## config.mk

```make
export PLATFORM = sky130hd
export DESIGN_NAME = mm2s_read_engine
export DESIGN_NICKNAME = d
export VERILOG_FILES = /design/src/rtl/mm2s_pkg.sv /design/src/rtl/mm2s_burst_calc.sv /design/src/rtl/mm2s_read_engine.sv
export SDC_FILE = /design/constraint.sdc
export NUM_CORES = 1
export LEC_CHECK = 0
export BUFFER_PORTS_ARGS = -buffer_cell sky130_fd_sc_hd__buf_2
export CAP_MARGIN = 20
export CORE_ASPECT_RATIO = 1.1
export CORE_MARGIN = 2
export CORE_UTILIZATION = 51
export CTS_BUF_LIST = sky130_fd_sc_hd__clkbuf_16
export CTS_CLUSTER_DIAMETER = 50
export DETAILED_ROUTE_END_ITERATION = 10
export PLACE_DENSITY = 0.8
export SYNTH_ARGS = -nofsm -noshare
export SYNTH_HDL_FRONTEND = slang
export SYNTH_SLANG_ARGS = --single-unit
```

## constraint.sdc

```tcl
create_clock -name aclk -period 14.9 [get_ports aclk]
set_clock_uncertainty 0.15 [all_clocks]
set_input_delay 3.725 -clock aclk [delete_from_list [all_inputs] [get_ports aclk]]
set_output_delay 3.725 -clock aclk [all_outputs]
set_load 0.01 [all_outputs]
```

## src/rtl/mm2s_pkg.sv

```systemverilog
// Shared state encoding, status codes and AXI constants for the MM2S read engine.
package mm2s_pkg;

    typedef enum logic [2:0] {
        S_IDLE,
        S_CHECK,
        S_ADDR,
        S_DATA,
        S_STATUS
    } state_t;

    localparam logic [1:0] STS_OK  = 2'd0;
    localparam logic [1:0] STS_INT = 2'd1;
    localparam logic [1:0] STS_SLV = 2'd2;
    localparam logic [1:0] STS_DEC = 2'd3;

    localparam logic [1:0] BURST_INCR  = 2'b01;
    localparam logic [1:0] RESP_OKAY   = 2'b00;
    localparam logic [1:0] RESP_EXOKAY = 2'b01;
    localparam logic [1:0] RESP_SLVERR = 2'b10;
    localparam logic [1:0] RESP_DECERR = 2'b11;

    localparam int BOUNDARY_4K = 4096;

    function automatic logic [1:0] resp_to_sts(input logic [1:0] resp);
        case (resp)
            RESP_SLVERR: return STS_SLV;
            RESP_DECERR: return STS_DEC;
            RESP_OKAY, RESP_EXOKAY: return STS_OK;
            default: return STS_OK;
        endcase
    endfunction

endpackage

```

## src/rtl/mm2s_burst_calc.sv

```systemverilog
// Beat count of the next read burst: the smallest of remaining beats,
// MAX_BURST and the beats left before the next 4 KB page boundary.
module mm2s_burst_calc
    import mm2s_pkg::*;
#(
    parameter int DATA_WIDTH = 32,
    parameter int LEN_WIDTH  = 26,
    parameter int MAX_BURST  = 16
) (
    input  logic [11:0]          page_offset,
    input  logic [LEN_WIDTH-1:0] beats_left,
    output logic [8:0]           beats
);

    localparam int LOG_BPB = $clog2(DATA_WIDTH / 8);

    logic [12:0] to_boundary;

    always_comb begin
        to_boundary = (13'(BOUNDARY_4K) - {1'b0, page_offset}) >> LOG_BPB;
        beats = 9'(MAX_BURST);
        if (32'(beats_left) < 32'(beats)) beats = 9'(beats_left);
        if (32'(to_boundary) < 32'(beats)) beats = 9'(to_boundary);
    end

endmodule

```

## src/rtl/mm2s_read_engine.sv

```systemverilog
// MM2S read engine: splits one command into AXI4 INCR read bursts and
// repacks the returned R beats onto an AXI4-Stream master with TKEEP/TLAST.
module mm2s_read_engine
    import mm2s_pkg::*;
#(
    parameter int ADDR_WIDTH = 32,
    parameter int DATA_WIDTH = 32,
    parameter int ID_WIDTH   = 8,
    parameter int LEN_WIDTH  = 26,
    parameter int MAX_BURST  = 16,
    parameter int ARID_VAL   = 0
) (
    input  logic                    aclk,
    input  logic                    areset,
    input  logic                    cmd_valid,
    output logic                    cmd_ready,
    input  logic [ADDR_WIDTH-1:0]   cmd_addr,
    input  logic [LEN_WIDTH-1:0]    cmd_len,
    output logic                    sts_valid,
    input  logic                    sts_ready,
    output logic [1:0]              sts_err,
    output logic                    m_axi_arvalid,
    input  logic                    m_axi_arready,
    output logic [ADDR_WIDTH-1:0]   m_axi_araddr,
    output logic [7:0]              m_axi_arlen,
    output logic [2:0]              m_axi_arsize,
    output logic [1:0]              m_axi_arburst,
    output logic [ID_WIDTH-1:0]     m_axi_arid,
    input  logic                    m_axi_rvalid,
    output logic                    m_axi_rready,
    input  logic [DATA_WIDTH-1:0]   m_axi_rdata,
    input  logic [1:0]              m_axi_rresp,
    input  logic                    m_axi_rlast,
    input  logic [ID_WIDTH-1:0]     m_axi_rid,
    output logic                    m_axis_tvalid,
    input  logic                    m_axis_tready,
    output logic [DATA_WIDTH-1:0]   m_axis_tdata,
    output logic [DATA_WIDTH/8-1:0] m_axis_tkeep,
    output logic                    m_axis_tlast
);

    localparam int BPB     = DATA_WIDTH / 8;
    localparam int LOG_BPB = $clog2(BPB);
    localparam logic [ADDR_WIDTH-1:0] ALIGN_MASK = ADDR_WIDTH'(BPB - 1);
    localparam logic [LEN_WIDTH-1:0]  REM_MASK   = LEN_WIDTH'(BPB - 1);

    state_t                 state_q, state_d;
    logic [ADDR_WIDTH-1:0]  addr_q;
    logic [LEN_WIDTH-1:0]   len_q;
    logic [LEN_WIDTH-1:0]   beats_left_q;
    logic [1:0]             err_q;
    logic                   cmd_ready_q;
    logic [8:0]             burst_beats;

    logic                   tvalid_p1;
    logic [DATA_WIDTH-1:0]  tdata_p1;
    logic [BPB-1:0]         tkeep_p1;
    logic                   tlast_p1;

    logic cmd_fire, ar_fire, r_fire, sts_fire, bad_cmd, last_beat;
    logic [BPB-1:0] keep_final;

    // Only one burst is ever outstanding, so RID carries no information.
    logic unused_rid;
    assign unused_rid = ^m_axi_rid;

    function automatic logic [LEN_WIDTH-1:0] ceil_beats(input logic [LEN_WIDTH-1:0] len);
        logic [LEN_WIDTH:0] sum;
        sum = {1'b0, len} + (LEN_WIDTH + 1)'(BPB - 1);
        return LEN_WIDTH'(sum >> LOG_BPB);
    endfunction

    function automatic logic [BPB-1:0] final_keep(input logic [LEN_WIDTH-1:0] len);
        logic [LEN_WIDTH-1:0] rem;
        logic [BPB-1:0]       keep;
        rem = len & REM_MASK;
        for (int i = 0; i < BPB; i++)
            keep[i] = (rem == '0) || (LEN_WIDTH'(i) < rem);
        return keep;
    endfunction

    mm2s_burst_calc #(
        .DATA_WIDTH (DATA_WIDTH),
        .LEN_WIDTH  (LEN_WIDTH),
        .MAX_BURST  (MAX_BURST)
    ) u_burst_calc (
        .page_offset (addr_q[11:0]),
        .beats_left  (beats_left_q),
        .beats       (burst_beats)
    );

    assign cmd_fire   = cmd_valid && cmd_ready_q;
    assign ar_fire    = m_axi_arvalid && m_axi_arready;
    assign r_fire     = m_axi_rvalid && m_axi_rready;
    assign sts_fire   = sts_valid && sts_ready;
    assign bad_cmd    = (len_q == '0) || ((addr_q & ALIGN_MASK) != '0);
    assign last_beat  = m_axi_rlast && (beats_left_q == '0);
    assign keep_final = final_keep(len_q);

    always_comb begin
        state_d       = state_q;
        m_axi_arvalid = 1'b0;
        m_axi_rready  = 1'b0;
        sts_valid     = 1'b0;
        case (state_q)
            S_IDLE:   if (cmd_fire) state_d = S_CHECK;
            S_CHECK:  state_d = bad_cmd ? S_STATUS : S_ADDR;
            S_ADDR: begin
                m_axi_arvalid = 1'b1;
                if (m_axi_arready) state_d = S_DATA;
            end
            S_DATA: begin
                m_axi_rready = !tvalid_p1 || m_axis_tready;
                if (m_axi_rvalid && m_axi_rready && m_axi_rlast)
                    state_d = (beats_left_q == '0) ? S_STATUS : S_ADDR;
            end
            S_STATUS: begin
                // Status waits until the final stream beat has left the output register.
                sts_valid = !tvalid_p1;
                if (sts_valid && sts_ready) state_d = S_IDLE;
            end
            default:  state_d = S_IDLE;
        endcase
    end

    always_ff @(posedge aclk) begin
        if (areset) begin
            state_q      <= S_IDLE;
            cmd_ready_q  <= 1'b0;
            addr_q       <= '0;
            len_q        <= '0;
            beats_left_q <= '0;
            err_q        <= STS_OK;
        end else begin
            state_q     <= state_d;
            cmd_ready_q <= (state_d == S_IDLE);
            if (cmd_fire) begin
                addr_q <= cmd_addr;
                len_q  <= cmd_len;
                err_q  <= STS_OK;
            end
            if (state_q == S_CHECK) begin
                if (bad_cmd) err_q <= STS_INT;
                else         beats_left_q <= ceil_beats(len_q);
            end
            if (ar_fire) begin
                beats_left_q <= beats_left_q - LEN_WIDTH'(burst_beats);
                addr_q       <= addr_q + (ADDR_WIDTH'(burst_beats) << LOG_BPB);
            end
            // First error response wins; later ones are dropped.
            if (r_fire && err_q == STS_OK) err_q <= resp_to_sts(m_axi_rresp);
            if (sts_fire) err_q <= err_q;
        end
    end

    // Stage p1: stream output register, refilled in the same cycle it drains.
    always_ff @(posedge aclk) begin
        if (areset) begin
            tvalid_p1 <= 1'b0;
            tdata_p1  <= '0;
            tkeep_p1  <= '0;
            tlast_p1  <= 1'b0;
        end else if (r_fire) begin
            tvalid_p1 <= 1'b1;
            tdata_p1  <= m_axi_rdata;
            tkeep_p1  <= last_beat ? keep_final : '1;
            tlast_p1  <= last_beat;
        end else if (m_axis_tready) begin
            tvalid_p1 <= 1'b0;
        end
    end

    assign cmd_ready     = cmd_ready_q;
    assign sts_err       = err_q;
    assign m_axi_araddr  = m_axi_arvalid ? addr_q : '0;
    assign m_axi_arlen   = m_axi_arvalid ? 8'(burst_beats - 9'd1) : '0;
    assign m_axi_arsize  = m_axi_arvalid ? 3'(LOG_BPB) : '0;
    assign m_axi_arburst = m_axi_arvalid ? BURST_INCR : '0;
    assign m_axi_arid    = m_axi_arvalid ? ID_WIDTH'(ARID_VAL) : '0;
    assign m_axis_tvalid = tvalid_p1;
    assign m_axis_tdata  = tdata_p1;
    assign m_axis_tkeep  = tkeep_p1;
    assign m_axis_tlast  = tlast_p1;

endmodule
```

==> results_dict.tcl <==
set metrics [dict create \
    chipHeight_um 136 \
    hold_class "flop to flop" \
    grt_pass1_wl_mm 37.7 \
    initial_core_util_pct 51.9 \
    wl_mm 23.9 \
    clkLatencyLatePin_ns 0.42 \
    yosysMostFrequentCell "nand2_1" \
    rsz0062_at_grt "false" \
    antennaDiodeCount 0 \
    core_um2 15600 \
    power.density_nw_per_um2 147 \
    yosysUniqueCellTypes 80 \
    finalCriticalPeriod_ns 9.80 \
    synthAdderAreaFrac_pct 3.94 \
    setup_tns_ns 0 \
    die_area_um2 16900 \
    grt_overflow 0 \
    r2r_cells 23 \
    layout_setup_ws_ns 5.10 \
    relSlewSlack_pct 25.5 \
    post-place-ws_ns 5.65 \
    first_global_vias 7740 \
    numCtsBuffers 17 \
    fmax_mhz 102 \
    synth_area_um2 8110 \
    synth_top_family_by_area "simple AND/OR/NAND/NOR gates" \
    clock_sinks 128 \
    ctsResizeCount 0 \
    grt_usage_pct 26.8 \
    synth_top_cell_area_share_pct 31.6 \
    rows 48 \
    whs_endpoint "m_axis_tdata[25]" \
    finalCritPeriodShare_pct 65.8 \
    crit_path_max_fanout 11 \
    drive_gt1_share_pct 20.7 \
    rr_endpoint "addr_q[15]" \
    num_vias 8647 \
    design_area_um2 9700 \
    synthArstFlopShare_pct 0 \
    yosysSeqAreaShare_pct 31.6 \
    path_clk_slew_ns 0.06 \
    critPathRequiredTime_ns 11.02 \
    synth_edf_count 0 \
    r2r-start "beats_left_q[12]" \
    worstMarginPinSlew_ns 1.12 \
    ys_warn_count 0 \
    syn_area_per_cell_um2 7.40 \
    clk_path_buf_depth 2 \
    fin_hold_ws_ns 0.299 \
    gp_congestion 0.919 \
    io_buffers 185 \
    whs_path_depth 2 \
    antenna_found_initial 0 \
    viasPerCell 5.93 \
    synth_compound_area_share_pct 24.5 \
    synth_ff_type "dfxtp_1" \
    syn2layout_area_growth_pct 19.7 \
    slew_viol_final 0 \
    cp-start-kind "flop" \
    hpwlAfterDp_mm 17.0 \
    setup-violations-final 0 \
    cts_tree "yes" \
    multiInputGateArea_um2 5100 \
    grt_max_degree 100 \
    register_area_um2 2560 \
    post_cts_buffers 0 \
    drtPass1Iterations 5 \
    ys_ff_latch 128 \
    maxCapViolations 0 \
    routed_wire_length_per_instance_um 16.4 \
    leakagePower_nw 4.06 \
    finalHoldViolations 0 \
    synthCells 1095 \
    reg2reg_setup_slack_ns 7.59 \
    placed_area_um2 9060 \
    yosysTopAreaCell "dfxtp_1" \
    io-pin-count 205 \
    synthTopCellsByArea "dfxtp_1 (32%), nand2_1 (9.1%), a21oi_1 (6.5%), nor2_1 (4.5%), and3_1 (3.7%)" \
    yosys.area_share.simple_pct 27.9 \
    drtIter0Drc 557 \
    antenna_left 0 \
    arrival_ns 5.93 \
    drc_errors 0 \
    num-fill-cells 1440 \
    synth_common_cells "nand2_1 (196), dfxtp_1 (128), a21oi_1 (106)" \
    hold_start "m_axis_tdata[25]" \
    nets 1376 \
    hold_buffers 0 \
    outcome "completed" \
    crit_type "flop to output pin" \
    endpoint_kind "output pin" \
    synth_mux_area_share_pct 0.401 \
    irDropWorstVdd_mv 0.0885 \
    die_x_um 124 \
    cts_htree_levels 4 \
    synth_xor_area_share_pct 5.40 \
    cts-root-buf "clkbuf_16" \
]
## stage by stage
step / instances / total power [mW] / utilization [%]
2_1_floorplan: 1108 / 0.852 / -
3_3_place_gp: 1424 / 0.973 / 58.0
3_5_place_dp: 1424 / 0.981 / 58.0
4_1_cts: 1456 / 1.41 / 61.9
5_1_grt: 1457 / 1.50 / 62.1
6_report: 1457 / 1.43 / 62.1
## cell type report
cell class                 instances  share of cell area, %
inverter                          37                   1.43
sequential                       128                   26.4
multi-input combinational        863                   52.6
clock inverter                    15                   1.90
clock buffer                      17                   4.39
timing repair buffer             197                   10.7
tap                              200                   2.58
## worst max-delay path by stage
stage / from / end / slack [ns] / cells past startpoint
2_1_floorplan: beats_left_q[12] / m_axi_arlen[6] / 6.23 / 17
3_3_place_gp: beats_left_q[12] / m_axi_arlen[6] / 5.72 / 17
3_5_place_dp: beats_left_q[12] / m_axi_arlen[6] / 5.65 / 17
4_1_cts: beats_left_q[12] / m_axi_arlen[6] / 5.19 / 17
5_1_grt: beats_left_q[12] / m_axi_arlen[6] / 4.84 / 17
6_report: beats_left_q[12] / m_axi_arlen[6] / 5.10 / 17
## logic make-up after synthesis
group                      count (synthesis)
xor gates and xnor gates                  50
AOI/OAI and AO/OA                        291
other                                      2
muxes                                      3
DFF                                      128
buffers and inverters                    117
adders and majority gates                 25
and+or+nand+nor                          479
## worst max-delay path: stages (launching register included)
cell      delay [ns]
dfxtp_1         0.35
or4_4           0.57
or4_4           0.54
or4_4           0.62
inv_2           0.20
nand2_1         0.10
ha_1            0.31
a21oi_1         0.15
a21oi_1         0.10
o211ai_1        0.40
o21ai_0         0.27
a32o_1          0.46
a211oi_1        0.37
nand3b_1        0.27
nor4_1          0.36
o21ai_0         0.13
a31oi_1         0.15
buf_2           0.15
## power by group
part	internal (mW)	total, mW	switching [mW]
logic	0.216	0.578	0.362
registers	0.371	0.414	0.0429
clock network	0.265	0.433	0.168
## layer usage
| layer | global-route usage, % | share of wire, % | vias up |
|---|---|---|---|
| met5 | 0 | 0 | - |
| met4 | 9.61 | 1.7 | 0 |
| met3 | 4.88 | 7.9 | 35 |
| met2 | 43.7 | 47 | 372 |
| met1 | 35.9 | 43 | 4016 |
| li1 | - | - | 4224 |
## cells in the final DEF, fill, tap and decap left out, drive strengths merged, types with 5 or more instances in the layout
| cell | n |
|---|---|
| xnor2 | 33 |
| a2111oi | 5 |
| clkbuf | 17 |
| or4 | 8 |
| or3 | 7 |
| a311oi | 11 |
| nand3 | 20 |
| and2 | 8 |
| nor2b | 7 |
| nor2 | 99 |
| nor4 | 23 |
| a31oi | 18 |
| o211ai | 10 |
| a211oi | 33 |
| nor3 | 26 |
| o311ai | 10 |
| conb | 15 |
| and3 | 48 |
| o22ai | 6 |
| inv | 41 |
| nand4 | 15 |
| a21oi | 108 |
| o31ai | 7 |
| a21boi | 6 |
| o21ai | 31 |
| xor2 | 17 |
| nand2 | 197 |
| or2 | 5 |
| o21bai | 5 |
| nor3b | 5 |
| a22oi | 7 |
| dfxtp | 128 |
| buf | 197 |
| ha | 23 |
## state kept, by name, summed over array words and instances, names as in the netlist
| register | count |
|---|---|
| addr_q | 32 |
| m_axis_tvalid | 1 |
| m_axis_tlast | 1 |
| state_q | 3 |
| cmd_ready | 1 |
| sts_err | 2 |
| beats_left_q | 26 |
| m_axis_tdata | 32 |
| len_q | 26 |
| m_axis_tkeep | 4 |
(Power assumes the default switching activity.)
